$ cat src/rtl/red_pitaya_exp_filter.sv
// Expansion-bank input conditioner: 2-FF sync, per-bit debounce, bus registers.
// Optional edge events + irq when EXP_FILTER_EDGE_EN is defined.
module red_pitaya_exp_filter_lane #(
  parameter int CW = 16
) (
  input  logic          clk,
  input  logic          rstn,
  input  logic          sync,
  input  logic [CW-1:0] dbl,
  output logic          filt
);
  logic [CW-1:0] cnt;

  // Counter only runs while the synced level disagrees with the filtered one.
  always_ff @(posedge clk) begin
    if (!rstn) begin
      cnt  <= '0;
      filt <= 1'b0;
    end else if (sync == filt) begin
      cnt <= '0;
    end else if (cnt >= dbl) begin
      filt <= sync;
      cnt  <= '0;
    end else if (cnt != {CW{1'b1}}) begin
      cnt <= cnt + 1'b1;
    end
  end
endmodule

module red_pitaya_exp_filter #(
  parameter int            DWE     = 8,
  parameter int            CW      = 16,
  parameter logic [CW-1:0] DBL_RST = 16'd1250
) (
  input  logic           clk_i,
  input  logic           rstn_i,
  input  logic [DWE-1:0] exp_dat_i,
  output logic [DWE-1:0] exp_dat_o,
  output logic           irq_o,
  input  logic [31:0]    sys_addr,
  input  logic [31:0]    sys_wdata,
  input  logic           sys_wen,
  input  logic           sys_ren,
  output logic [31:0]    sys_rdata,
  output logic           sys_err,
  output logic           sys_ack
);
`ifdef EXP_FILTER_EDGE_EN
  localparam logic EDGE = 1'b1;
`else
  localparam logic EDGE = 1'b0;
`endif

  logic [DWE-1:0] meta, sync, filt;
  logic [CW-1:0]  dbl;
  logic [19:0]    addr;
  logic [31:0]    rmux;
  logic           unused_bits;

  assign addr        = sys_addr[19:0];
  assign unused_bits = ^{sys_addr[31:20], sys_wdata};
  assign exp_dat_o   = filt;
  assign sys_err     = 1'b0;

  always_ff @(posedge clk_i) begin
    if (!rstn_i) begin
      meta <= '0;
      sync <= '0;
    end else begin
      meta <= exp_dat_i;
      sync <= meta;
    end
  end

  genvar g;
  generate
    for (g = 0; g < DWE; g++) begin : g_lane
      red_pitaya_exp_filter_lane #(.CW(CW)) u_lane (
        .clk  (clk_i),
        .rstn (rstn_i),
        .sync (sync[g]),
        .dbl  (dbl),
        .filt (filt[g])
      );
    end
  endgenerate

`ifdef EXP_FILTER_EDGE_EN
  logic [DWE-1:0] filt_q, rise, fall, rise_evt, fall_evt, rise_clr, fall_clr;
  logic           irq_r;

  assign rise     = filt & ~filt_q;
  assign fall     = ~filt & filt_q;
  assign rise_clr = (sys_wen && addr == 20'h08) ? sys_wdata[DWE-1:0] : '0;
  assign fall_clr = (sys_wen && addr == 20'h0C) ? sys_wdata[DWE-1:0] : '0;
  assign irq_o    = irq_r;

  // A new edge in the same cycle as its W1C keeps the bit set.
  always_ff @(posedge clk_i) begin
    if (!rstn_i) begin
      filt_q   <= '0;
      rise_evt <= '0;
      fall_evt <= '0;
      irq_r    <= 1'b0;
    end else begin
      filt_q   <= filt;
      rise_evt <= (rise_evt & ~rise_clr) | rise;
      fall_evt <= (fall_evt & ~fall_clr) | fall;
      irq_r    <= |{rise_evt, fall_evt};
    end
  end
`else
  assign irq_o = 1'b0;
`endif

  always_comb begin
    rmux = '0;
    case (addr)
      20'h00: rmux = 32'(filt);
      20'h04: rmux = 32'(dbl);
`ifdef EXP_FILTER_EDGE_EN
      20'h08: rmux = 32'(rise_evt);
      20'h0C: rmux = 32'(fall_evt);
`endif
      20'h10: rmux = 32'(sync);
      20'h14: rmux = {EDGE, 15'd0, 8'(CW), 8'(DWE)};
      default: rmux = '0;
    endcase
  end

  always_ff @(posedge clk_i) begin
    if (!rstn_i) begin
      dbl       <= DBL_RST;
      sys_ack   <= 1'b0;
      sys_rdata <= '0;
    end else begin
      sys_ack   <= sys_wen | sys_ren;
      sys_rdata <= sys_ren ? rmux : 32'd0;
      if (sys_wen && addr == 20'h04) dbl <= sys_wdata[CW-1:0];
    end
  end
endmodule

$ cat config.mk
export PLATFORM = sky130hd
export DESIGN_NAME = red_pitaya_exp_filter
export DESIGN_NICKNAME = d
export VERILOG_FILES = /design/src/rtl/red_pitaya_exp_filter.sv
export SDC_FILE = /design/constraint.sdc
export NUM_CORES = 1
export LEC_CHECK = 0
export BUFFER_PORTS_ARGS = -buffer_cell sky130_fd_sc_hd__buf_2
export CORE_MARGIN = 4
export CORE_UTILIZATION = 35
export DETAILED_ROUTE_END_ITERATION = 10
export GPL_ROUTABILITY_DRIVEN = 0
export GPL_TIMING_DRIVEN = 0
export PLACE_DENSITY_LB_ADDON = 0.08
export SYNTH_ARGS = -nofsm -noshare
export SYNTH_HDL_FRONTEND = slang
export SYNTH_HIERARCHICAL = 1
export SYNTH_SLANG_ARGS = --single-unit
$ cat constraint.sdc
create_clock -name clk_i -period 2.34 [get_ports clk_i]
set_input_delay 0.117 -clock clk_i [delete_from_list [all_inputs] [get_ports clk_i]]
set_output_delay 0.117 -clock clk_i [all_outputs]
set_load 0.02 [all_outputs]
==> results_dict.tcl, run 1 <==
set metrics [dict create \
    final-seq-area_um2 3757 \
    dr.pass1.iters 5 \
    die_area_um2 36600 \
    arrival_ns 2.91 \
    reg2reg_slack_ns -0.19 \
    fill_cells 3303 \
    cp-endpoint "g_lane[7].u_lane/cnt[15]" \
    crit_path_frequent_cell "a21o_1" \
    multi_input_area_um2 8105 \
    seqPwrFrac_pct 46.2 \
    setup_viol 108 \
    p_sw_share_pct 21.83 \
    crit_path_top_delay_cell "or4b_4" \
    core_region_area_um2 32870 \
    grt_setup_unrepaired "true" \
    viasPerCell 5.186 \
    layout.cells.non_filler 2054 \
    period_needed_ns 2.527 \
    cts_made_buffers 17 \
    ctsRootBufferMaster "clkbuf_16" \
    power_leakage_nw 6.036 \
    syn_area_um2 11760 \
    ys_seq_elements 185 \
    max_freq_mhz 395.7 \
    ir_worst_vdd_mv 0.5029 \
    synth_edf_count 0 \
    start_util_pct 35.78 \
    diodes 0 \
    cp.required_ns 2.72 \
    cp_slowest_stage_delay_ns 0.62 \
    place_area_um2 12740 \
    ys_top_cells_by_count "185 x dfxtp_1, 138 x inv_1, 136 x ha_1, 120 x nor2_1, 116 x nand2_1" \
    synth_ff_type "dfxtp_1" \
    slew_headroom_pct 41.57 \
    violations "setup timing" \
    worst_slack_ns -0.1872 \
    clockBufferDepth 2 \
    drive_above_1_share_pct 22.15 \
    status "finished, violations left" \
    drt_iter0_markers 679 \
    timing.rr.end "g_lane[7].u_lane/cnt[15]" \
    first_global_vias 10073 \
    area_delta_synth_final_pct 29.57 \
    power.internal_mw 5.355 \
    startpoint "dbl[13]" \
    place_inst 1964 \
    htreeDepth 4 \
    drt-total-wl_mm 36.24 \
    endpoint_kind "flop" \
    hp-class "in2reg" \
    period_share_pct 108.0 \
    maxSlewViolCount 0 \
    clkTransAtPathRegs_ns 0.07 \
    ys_types 53 \
    crit_type "reg2reg" \
    drc 0 \
    worst_pin_slew_ns 0.8698 \
    io_pins 119 \
    cts_tree "built" \
    synth_top_area_share_pct 31.49 \
    ant_nets 0 \
    switching_power_mw 1.495 \
    antenna_found_initial 1 \
    nNetsFinal 1812 \
    grt_pass1_wl_mm 55.28 \
    synthTopCellsByArea "dfxtp_1 31%, ha_1 14%, a21oi_1 4.6%" \
    rr_worst_depth 9 \
    grt_usage_pct 19.18 \
    hold_viol_final 0 \
    yosysMostFrequentCell "dfxtp_1" \
    synth.largest_area_cell "dfxtp_1" \
    rr_startpoint "dbl[13]" \
    syn-mean-instance-area_um2 8.207 \
    die_x_um 191.3 \
    ys_warn_count 6 \
    p_per_area_nw_per_um2 449.5 \
    grt_max_degree 30 \
    pwr-share-comb_pct 4.4 \
    grt_overflow 0 \
    yosysSeqAreaShare_pct 31.49 \
    io_buffers 72 \
    worstPathMaxFanout 8 \
    netlist_instances 1433 \
    die_h_um 191.3 \
    async_flop_share_pct 0 \
    timing.max_cap.violations 0 \
    clockPowerShare_pct 49.4 \
    clock-sinks 185 \
    skew_ns 0.008075 \
    rows 66 \
    vias 10653 \
    cp_cell_sequence "buf_12 > clkinv_4 > ha_4 > a21o_1 > a21o_1 > a2111o_1 > or4b_4 > clkbuf_16 > a21oi_2" \
    clock_latency_ns 0.44 \
    wl_per_cell_um 17.65 \
    critPathLaunchType "flop" \
    post-route-cell-area_um2 15240 \
    total_power_mw 6.851 \
    dp_hpwl_mm 24.42 \
]
-- per-stage QoR --
| stage | utilization, % | TNS (ns) | worst slack [ns] | hold slack (ns) |
|---|---|---|---|---|
| 2_1_floorplan | - | 0 | 0.01457 | 0.2328 |
| 3_3_place_gp | 38.77 | -81.24 | -0.7643 | 0.3258 |
| 3_5_place_dp | 38.77 | -79.77 | -0.8116 | 0.3260 |
| 4_1_cts | 43.66 | -16.50 | -0.1889 | 0.02208 |
| 5_1_grt | 46.37 | -18.13 | -0.2524 | 0.02239 |
| 6_report | 46.37 | -11.98 | -0.1872 | 0.01528 |
-- per-layer routing --
metal | global-route usage (%) | wire (um) | vias to the layer above
met3 | 2.995 | 1255 | 36
met4 | 4.724 | 703 | 0
li1 | - | - | 5408
met2 | 31.42 | 16550 | 177
met1 | 26.48 | 17740 | 5032
met5 | 0 | 0 | -
-- kinds of logic (layout without fill, tap and decap cells) --
family                   count (synthesis)  count (layout)  share of synthesized area [%]
multiplexers                            16              16                          1.362
AND/OR/NAND/NOR                        542             542                          24.22
XOR/XNOR                                63              63                          4.691
buffers and inverters                  198             360                          7.670
other                                    1              18                        0.03188
adder cells (fa/ha/maj)                136             136                          14.47
AO/OA/AOI/OAI                          292             292                          16.06
flip-flops                             185             185                          31.49
-- critical path: cells and delay by family, from the launching register on --
| family | cells | cell delay (ns) |
|---|---|---|
| simple gates | 1 | 0.62 |
| fa+ha+maj | 1 | 0.21 |
| buf+inv | 3 | 0.42 |
| compound gates | 4 | 0.82 |
| flops | 1 | 0.40 |
-- placed cells by master (no fill, tap or decap), drive strengths merged, types with 6 or more instances in the layout --
cell type / count
ha: 136
inv: 137
nand4: 29
dlygate4sd3: 24
or3: 7
a211oi: 27
conb: 18
nor3b: 14
bufinv: 6
a31oi: 23
and4: 19
nor4b: 7
a41oi: 8
nor2b: 7
and2: 40
nor4: 6
a21o: 14
o21ai: 49
a2111o: 7
dfxtp: 185
mux2i: 16
and3: 24
o211ai: 14
nor3: 60
buf: 139
a2111oi: 7
nand2: 116
clkbuf: 48
xor2: 18
xnor2: 45
nand2b: 7
nand3: 77
a311oi: 15
o2111a: 7
nor2: 120
o21a: 7
a21oi: 110
or4b: 7
-- repair_timing --
item                       in CTS  in global routing
setup endpoints to repair     136                128
cloned                          0                  7
pin swaps                      28                 94
hold endpoints to repair       24                  0
hold buffers                   24                  0
buffers inserted               23                 10
gates resized for setup       115                161
-- flip-flops by register name (all words and copies together), names as in the netlist --
signal              flops
sync                    8
meta                    8
sys_ack                 1
g_lane.u_lane/filt      8
sys_rdata              16
g_lane.u_lane/cnt     128
dbl                    16
-- worst min-delay path by stage --
stage / slack, ns / from / endpoint / cells past startpoint
2_1_floorplan: 0.23 / sys_ren / sys_ack / 2
3_3_place_gp: 0.33 / exp_dat_i[7] / meta[7] / 2
3_5_place_dp: 0.33 / exp_dat_i[0] / meta[0] / 2
4_1_cts: 0.02 / sys_ren / sys_ack / 3
5_1_grt: 0.02 / sys_ren / sys_ack / 3
6_report: 0.02 / sys_ren / sys_ack / 3
-- power groups by stage --
stage	registers, mW	logic [mW]	clock network, mW
2_1_floorplan	3.25	0.129	0
3_3_place_gp	3.25	0.219	0
3_5_place_dp	3.25	0.220	0
4_1_cts	3.17	0.264	3.49
5_1_grt	3.17	0.322	3.62
6_report	3.17	0.299	3.38
-- cell type report --
type                            count  area share (%)
Clock buffer                       20           2.997
Sequential cell                   185           24.66
Clock inverter                     11           1.437
Multi-Input combinational cell   1067           53.19
Buffer                             55           2.824
Tap cell                          442           3.629
Inverter                          138           3.547
Timing Repair Buffer              136           7.726
Note: power is estimated with default switching activity, not from simulation.
==> run 2: changes to the inputs <==
--- a/config.mk
+++ b/config.mk
@@ -11,7 +11,7 @@
 export DETAILED_ROUTE_END_ITERATION = 10
 export GPL_ROUTABILITY_DRIVEN = 0
 export GPL_TIMING_DRIVEN = 0
-export PLACE_DENSITY_LB_ADDON = 0.08
+export PLACE_DENSITY = 0.58
 export SYNTH_ARGS = -nofsm -noshare
 export SYNTH_HDL_FRONTEND = slang
 export SYNTH_HIERARCHICAL = 1
==> run 2 against run 1 <==
Effect of this change: the flow still finishes with violations (setup timing); non-clock buffer count is the same; sequential power hardly changed; flip-flop and latch count stayed put.
==> results_dict.tcl, run 2 (same netlist as run 1, synthesis figures left out) <==
set metrics [dict create \
    status "finished, violations left" \
    violations "setup timing" \
    worst_slack_ns -0.2048 \
    grt_setup_unrepaired "true" \
    pwr-share-comb_pct 4.8 \
    antenna_found_initial 0 \
    grt_usage_pct 18.91 \
    cp-endpoint "g_lane[5].u_lane/cnt[6]" \
    rows 66 \
    drt-total-wl_mm 35.75 \
    hold_viol_final 0 \
    die_area_um2 36600 \
    seqPwrFrac_pct 51.3 \
    die_h_um 191.3 \
    timing.rr.end "g_lane[5].u_lane/cnt[6]" \
    maxSlewViolCount 0 \
    p_per_area_nw_per_um2 410.6 \
    p_sw_share_pct 24.44 \
    grt_max_degree 30 \
    start_util_pct 35.78 \
    cts_tree "built" \
    dp_slack_ns -0.7315 \
    worstPathMaxFanout 7 \
    io_pins 119 \
    arrival_ns 2.90 \
    power.internal_mw 4.667 \
    top_register "g_lane.u_lane/cnt" \
    place_area_um2 12740 \
    worst_pin_slew_ns 0.8457 \
    first_global_vias 10369 \
    endpoint_kind "flop" \
    cp.required_ns 2.69 \
    crit_type "reg2reg" \
    setup_viol 112 \
    largest_reg_flops 128 \
    drt_iter0_markers 684 \
    final_cell_mix "164 x dfxtp_1, 127 x inv_1, 117 x ha_1" \
    startpoint "dbl[13]" \
    viasPerCell 5.321 \
    clock_latency_ns 0.44 \
    hp-class "in2reg" \
    period_share_pct 108.8 \
    wl_per_cell_um 17.40 \
    total_power_mw 6.176 \
    grt_overflow 0 \
    critPathLaunchType "flop" \
    reg2reg_slack_ns -0.20 \
    slew_headroom_pct 43.19 \
    ctsRootBufferMaster "clkbuf_16" \
    drive_above_1_share_pct 22.33 \
    clockPowerShare_pct 43.9 \
    grt_pass1_wl_mm 54.94 \
    dr.pass1.iters 5 \
    rr_startpoint "dbl[13]" \
    core_region_area_um2 32870 \
    reg.largest.list "g_lane.u_lane/cnt (128), dbl (16), sys_rdata (16)" \
    switching_power_mw 1.510 \
    htreeDepth 4 \
    area_delta_synth_final_pct 27.89 \
    clockBufferDepth 2 \
    cts_made_buffers 17 \
    final_common_cell "dfxtp_1" \
    skew_ns 0.01295 \
    fin_setup_tns_ns -13.70 \
    nNetsFinal 1812 \
    max_freq_mhz 393.0 \
    power_leakage_nw 5.949 \
    vias 10934 \
    post-route-cell-area_um2 15040 \
    ir_worst_vdd_mv 0.4764 \
    die_x_um 191.3 \
    io_buffers 72 \
    period_needed_ns 2.545 \
    timing.max_cap.violations 0 \
    dp_hpwl_mm 23.28 \
    ant_nets 0 \
    clock-sinks 185 \
    rr_worst_depth 9 \
    drc 0 \
    clkTransAtPathRegs_ns 0.07 \
]
==> run 2: critical path, cell delays in order, from the launching register on <==
cell and delay, ns:
dfxtp_4 0.37, buf_12 0.14, inv_4 0.04, ha_4 0.21, a21o_1 0.18, a21o_1 0.16
a2111o_1 0.43, or4b_4 0.51, buf_8 0.16, a311oi_2 0.23
==> run 2: per-layer routing <==
metal  track usage [%]  wire length, um  part of all wire, %  vias to the layer above
met2             30.98            16710                   47                      291
li1                  -                -                    -                     5417
met5                 0                0                    0                        -
met4             5.083              734                  2.1                        0
met1             25.77            16470                   46                     5191
met3             3.251             1837                  5.1                       35
==> run 2: power by group through the flow <==
| stage | combinational [mW] | sequential (mW) | clock [mW] |
|---|---|---|---|
| finish | 0.294 | 3.17 | 2.71 |
| global route | 0.318 | 3.17 | 2.91 |
| CTS | 0.263 | 3.17 | 2.78 |
| detailed placement | 0.209 | 3.25 | 0 |
| global placement | 0.208 | 3.25 | 0 |
| floorplan | 0.129 | 3.25 | 0 |
==> run 2: cell type report <==
| class | instances | area [um^2] |
|---|---|---|
| diodes | 1 | 2.502 |
| plain buffers | 57 | 441.7 |
| clock buffers | 18 | 429.2 |
| clock inverters | 13 | 95.09 |
| fillers | 3201 | 17820 |
| inverters | 138 | 525.5 |
| multi-input cells | 1067 | 8073 |
| flip-flops and latches | 185 | 3757 |
| well taps | 442 | 553.0 |
| repair buffers | 134 | 1165 |
==> run 2: through the flow <==
| step | hold slack (ns) | std cells | utilization, % |
|---|---|---|---|
| after floorplan | 0.2328 | 1450 | - |
| after global placement | 0.3216 | 1964 | 38.77 |
| after detailed placement | 0.3275 | 1964 | 38.77 |
| after CTS | 0.03598 | 2049 | 43.80 |
| after global routing | 0.04416 | 2054 | 45.76 |
| final | 0.05294 | 2055 | 45.77 |
==> run 2: worst min path at each step <==
stage                             from      end  slack (ns)  cells past startpoint
after floorplan                sys_ren  sys_ack        0.23                      2
after global placement    exp_dat_i[0]  meta[0]        0.32                      2
after detailed placement  exp_dat_i[0]  meta[0]        0.33                      2
after CTS                 sys_wdata[7]   dbl[7]        0.04                      3
after global routing      sys_wdata[7]   dbl[7]        0.04                      3
final                     sys_wdata[7]   dbl[7]        0.05                      3
==> run 2: what timing repair did <==
| item | CTS | global route |
|---|---|---|
| hold buffers | 25 | 0 |
| gates resized for setup | 134 | 130 |
| setup endpoints to repair | 136 | 129 |
| pin swaps | 54 | 44 |
| endpoints found under the hold margin | 24 | 0 |
| cloned | 3 | 5 |
| buffers inserted | 26 | 5 |
